File: src/rtl/rr_arbiter_4_amisha.sv
// 4-requester round-robin arbiter driving a 2-to-4 grant decoder (index + valid).
// Optional hold-timeout rotation is enabled by defining RR_ARB_TIMEOUT_EN.
module rr_arbiter_4_amisha #(
  parameter int MAX_HOLD = 8,
  parameter int CNT_W    = 4
) (
  input  logic       clk_amisha,
  input  logic       rst_n_amisha,
  input  logic [3:0] req_amisha,
  input  logic       arb_en_amisha,
  output logic [1:0] a_amisha,
  output logic       en_amisha,
  output logic       timeout_amisha
);

  typedef enum logic {
    IDLE,
    GRANT
  } state_t;

  state_t     state_q, state_d;
  logic [1:0] a_q, a_d;
  logic       en_q, en_d;
  logic [1:0] last_ptr_q, last_ptr_d;
  logic [3:0] others;
  logic       owner_keeps;
  logic       forced;

  if (MAX_HOLD < 2 || (2 ** CNT_W) <= MAX_HOLD) begin : g_bad_params
    $error("rr_arbiter_4_amisha: need MAX_HOLD >= 2 and 2**CNT_W > MAX_HOLD");
  end

  // First set bit of mask at or after start, wrapping 3 -> 0.
  function automatic logic [1:0] rr_pick(input logic [3:0] mask, input logic [1:0] start);
    logic [1:0] idx;
    rr_pick = start;
    for (int k = 3; k >= 0; k--) begin
      idx = start + 2'(k);
      if (mask[idx]) rr_pick = idx;
    end
  endfunction

  assign others      = req_amisha & ~(4'b0001 << a_q);
  assign owner_keeps = req_amisha[a_q] && arb_en_amisha;

  always_comb begin
    // NOTE: every output of this block gets a default first, so no path can infer a latch.
    state_d    = state_q;
    a_d        = a_q;
    en_d       = en_q;
    last_ptr_d = last_ptr_q;
    unique case (state_q)
      IDLE: begin
        if (arb_en_amisha && (req_amisha != 4'b0000)) begin
          state_d = GRANT;
          a_d     = rr_pick(req_amisha, last_ptr_q + 2'd1);
          en_d    = 1'b1;
        end
      end
      GRANT: begin
        if (!(owner_keeps && !forced)) begin
          last_ptr_d = a_q;
          if (arb_en_amisha && (others != 4'b0000)) begin
            // Handover without a bubble; the old owner is excluded and so ranks last.
            a_d = rr_pick(others, a_q + 2'd1);
          end else begin
            state_d = IDLE;
            en_d    = 1'b0;
          end
        end
      end
      default: begin
        state_d = IDLE;
        en_d    = 1'b0;
      end
    endcase
  end

  // NOTE: sequential state uses non-blocking assignments so every flop samples pre-edge values.
  always_ff @(posedge clk_amisha or negedge rst_n_amisha) begin
    if (!rst_n_amisha) begin
      state_q    <= IDLE;
      a_q        <= 2'd0;
      en_q       <= 1'b0;
      last_ptr_q <= 2'd3;
    end else begin
      state_q    <= state_d;
      a_q        <= a_d;
      en_q       <= en_d;
      last_ptr_q <= last_ptr_d;
    end
  end

`ifdef RR_ARB_TIMEOUT_EN
  logic [CNT_W-1:0] hold_cnt_q;
  logic             hold_at_max;
  logic             timeout_q;

  assign hold_at_max = (hold_cnt_q == CNT_W'(MAX_HOLD - 1));
  assign forced      = (state_q == GRANT) && owner_keeps && hold_at_max && (others != 4'b0000);

  // Counter clears on any cycle the owner does not keep the grant, so a fresh grant starts at 0.
  always_ff @(posedge clk_amisha or negedge rst_n_amisha) begin
    if (!rst_n_amisha) begin
      hold_cnt_q <= '0;
      timeout_q  <= 1'b0;
    end else begin
      timeout_q <= forced;
      if ((state_q == GRANT) && owner_keeps && !forced) begin
        if (!hold_at_max) hold_cnt_q <= hold_cnt_q + 1'b1;
      end else begin
        hold_cnt_q <= '0;
      end
    end
  end

  assign timeout_amisha = timeout_q;
`else
  assign forced         = 1'b0;
  assign timeout_amisha = 1'b0;
`endif

  assign a_amisha  = a_q;
  assign en_amisha = en_q;

endmodule

File: config.mk
export PLATFORM = sky130hd
export DESIGN_NAME = rr_arbiter_4_amisha
export DESIGN_NICKNAME = d
export VERILOG_FILES = /design/src/rtl/rr_arbiter_4_amisha.sv
export SDC_FILE = /design/constraint.sdc
export NUM_CORES = 1
export LEC_CHECK = 0
export ABC_AREA = 1
export CORE_MARGIN = 2
export CORE_UTILIZATION = 58
export CTS_CLUSTER_SIZE = 14
export DETAILED_ROUTE_END_ITERATION = 8
export HOLD_SLACK_MARGIN = 0.15
export PLACE_DENSITY = 0.87
export SLEW_MARGIN = 20
export SYNTH_ARGS = -nofsm -noshare
export SYNTH_HDL_FRONTEND = slang
export SYNTH_SLANG_ARGS = --single-unit
File: constraint.sdc
create_clock -name clk_amisha -period 2.4 [get_ports clk_amisha]
set_input_delay 0.48 -clock clk_amisha [delete_from_list [all_inputs] [get_ports clk_amisha]]
set_output_delay 0.48 -clock clk_amisha [all_outputs]
set_load 0.05 [all_outputs]
==> impl_results.md <==
- Vias in the first global route: 857
- Post-synthesis mux area share: 0
- Grt ovf: 0
- Initial drt markers: 39
- Post-Syn Nets: 170
- DIE WIDTH: 43 um
- Cell family with most CP delay: buffers and inverters
- Hold Buf Count CTS: 0
- Antenna cells: 0
- Worst endpoint required time: 1.92 ns
- Maximum fanout along the worst path: 7
- Seq cells post-synth: 6
- Largest area contributor in the netlist: nand2_1
- Most Crowded Layer GR: met2
- CP arrival: 1.60 ns
- Antenna violations before repair: 0
- Commonest cells post-synth: 73 x nand2_1, 11 x inv_1, 11 x nand3_1, 10 x nand2_2, 8 x inv_2
- Clock share of power: 0.068
- Async set-reset flop share out of synthesis: 1.00
- Largest family of logic cells by synthesized area: simple AND/OR/NAND/NOR gates
- CTS tree: yes
- ANT nets after route: 0
- Post-DP HPWL: 1.56 mm
- WS Path Type: flip-flop to output port
- Fin. max-slew vios: 0
- Post-Synth Simple-Gate Area: 0.522
- # setup viols final: 0
- Die ar.: 0.00185 mm^2
- RSZ-0062 raised after global routing: no
- CP bufs+invs: 1
- Drt wl/cell: 10.4 um
- Clock sink total: 6
- Fin Clk Skew: 0.00128 ns
- Switching Fraction: 0.583
- Post-Place Cells: 182
- # DRC: 0
- Post-Synth Adder-Cell Area: 0.0567
- CP peak stage delay: 0.86 ns
- CP cell instances: clkdlybuf4s50_1
- Total track usage: 0.236
- Pwr Total: 1.59 mW
- Fin cells: 186
- Pin count of the biggest net entering global routing: 11
- H-tree depth: 1
- Core Area: 0.00147 mm^2
- Setup ws final: 0.319 ns
- Status: finished clean
- Syn. warnings: 0
- Compound-Gate Fraction of Synth Area: 0.115
- Maximum VDD drop: 0.796 mV
- Synth area leaders: nand2_1 31%, dfrtp_1 11%, nand2_2 7.1%
- DRT Wirelength: 1.94 mm
- Worst min path class: input port to async pin
- Startpoint types: flip-flop
- Via count: 953
- Met1 Resource Use GR: 0.275
- Hold Fails Final Rpt: 0
- Routed vias/inst: 5.12
- First-pass DRT Iterations: 4
- Met3 usage in global routing: 0.0383
- Post-synthesis xor/xnor area fraction: 0
- Critical Path Sink Type: output port
- Layout cell share with drive strength beyond 1: 0.188
- Post-Synthesis Cells: 159
- Power Dens Cells: 1590 mW/mm^2
- Die H: 43 um
- P&R area growth vs syn: 12.9%
- Leakage: 0.564 nW
- Setup_tns: 0 ns
- Synth Flop Type: dfrtp_1
- Fin crit share: 0.867
- First-pass GRT wire length: 3.33 mm
- Clock slew at reported path FFs: 0.05 ns
- Synth Area per Inst: 5.55 um^2
- Initial Util: 0.599
- FMAX: 480 MHz
- Syn Std Cell Area: 882 um^2
- Crit path max-delay cell type: clkdlybuf4s50_1
- Row cnt: 14
- Gpl congestion: 0.821
- Maxcap violations: 0
- Reg power frac: 0.156
- Pre-CTS setup slack: 0.360 ns
- Yosys cell types: 24
- Post-synthesis sequential area ratio: 0.173
- Setup Fix Bufs, Post-CTS: 0
- Int Power: 662 uW
- Clk_lat worst skew: 0.26 ns
- M2 GR Usage: 0.433
- TritonCTS Buffers: 3
- Fin crit period: 2.08 ns
- Number of synthesized flops with an enable pin: 0
- P_sw: 924 uW
- Number of port buffers: 9
- Comb pwr share: 0.776
- Most frequent cell after synthesis: nand2_1
- Clk root buf: clkbuf_4
- Max Buffers Root-to-Sink: 2
- Post-CTS resize count: 0
- Top cell type's share of synthesized area: 0.311
- Boundary pin count: 11
- Nets@finish: 182
==> worst reg2reg max path, stage by stage, from the launching register on <==
cell and delay (ns):
dfrtp_1 0.49, inv_1 0.12, ha_1 0.41, inv_2 0.07
nand2_1 0.07, nand2_2 0.08, inv_2 0.06, nand3_1 0.07
nand2_1 0.09, nor2_1 0.05, nand2_1 0.08, nand2_2 0.06
o21ai_1 0.13, nand2_1 0.06
==> registers in the layout, summed over array words and instances, names as in the netlist <==
register	count
a_amisha	2
last_ptr_q	2
en_amisha	1
state_q	1
==> layout by cell type (no fill, tap or decap), drive strengths merged <==
| cell type | count |
|---|---|
| nand2 | 83 |
| inv | 20 |
| nand3 | 11 |
| o21ai | 10 |
| nor2 | 10 |
| clkdlybuf4s50 | 9 |
| a21oi | 6 |
| ha | 4 |
| dfrtp | 4 |
| clkbuf | 4 |
| dfstp | 2 |
| clkinv | 1 |
| nand4 | 1 |
| o21bai | 1 |
| nand3b | 1 |
| a31oi | 1 |
| conb | 1 |
| buf | 1 |
==> routing by layer <==
metal  vias to the layer above  routed length, um  share of wire
met5                         -                  0              0
met4                         0                 23          0.012
met3                         5                 45          0.023
met2                        14                987           0.51
met1                       424                885           0.46
li1                        510                  -              -
==> power groups by stage <==
stage	logic, mW	registers (mW)	clock network [mW]
floorplan	0.947	0.298	0
global placement	1.19	0.247	0
detailed placement	1.23	0.247	0
CTS	1.23	0.247	0.108
global route	1.40	0.256	0.116
finish	1.23	0.247	0.107
==> final timing paths <==
path | start | to | slack [ns] | cells past startpoint
min in group clk_amisha | en_amisha | en_amisha | 0.52 | 2
max in group asynchronous | rst_n_amisha | last_ptr_q[1] | 1.69 | 1
worst max-delay path | a_amisha[1] | a_amisha[1] | 0.32 | 1
worst min-delay path | rst_n_amisha | en_amisha | 0.45 | 1
worst max register to register | a_amisha[1] | a_amisha[0] | 0.46 | 13
worst min register to register | en_amisha | en_amisha | 0.52 | 2
==> stage by stage <==
| stage | area (um^2) | util | hold WS [ns] |
|---|---|---|---|
| global placement | 970 | 0.659 | 0.528 |
| global route | 996 | 0.677 | 0.471 |
| finish | 996 | 0.677 | 0.453 |
| floorplan | 882 | - | 0.184 |
| CTS | 996 | 0.677 | 0.460 |
| detailed placement | 970 | 0.659 | 0.516 |
==> cell type report <==
type / instances / area, um^2
clock buffer: 4 / 26.3
fill: 149 / 475
inverter: 21 / 83.8
multi-input combinational: 129 / 616
sequential: 6 / 153
tap: 16 / 20.0
timing repair buffer: 10 / 97.6
==> logic make-up after synthesis <==
family | after synthesis
AO/OA/AOI/OAI | 18
adder cells (fa/ha/maj) | 4
buffers and inverters | 24
flip-flops | 6
other | 1
AND/OR/NAND/NOR | 106
No activity file was read; power rests on OpenSTA's default activity.
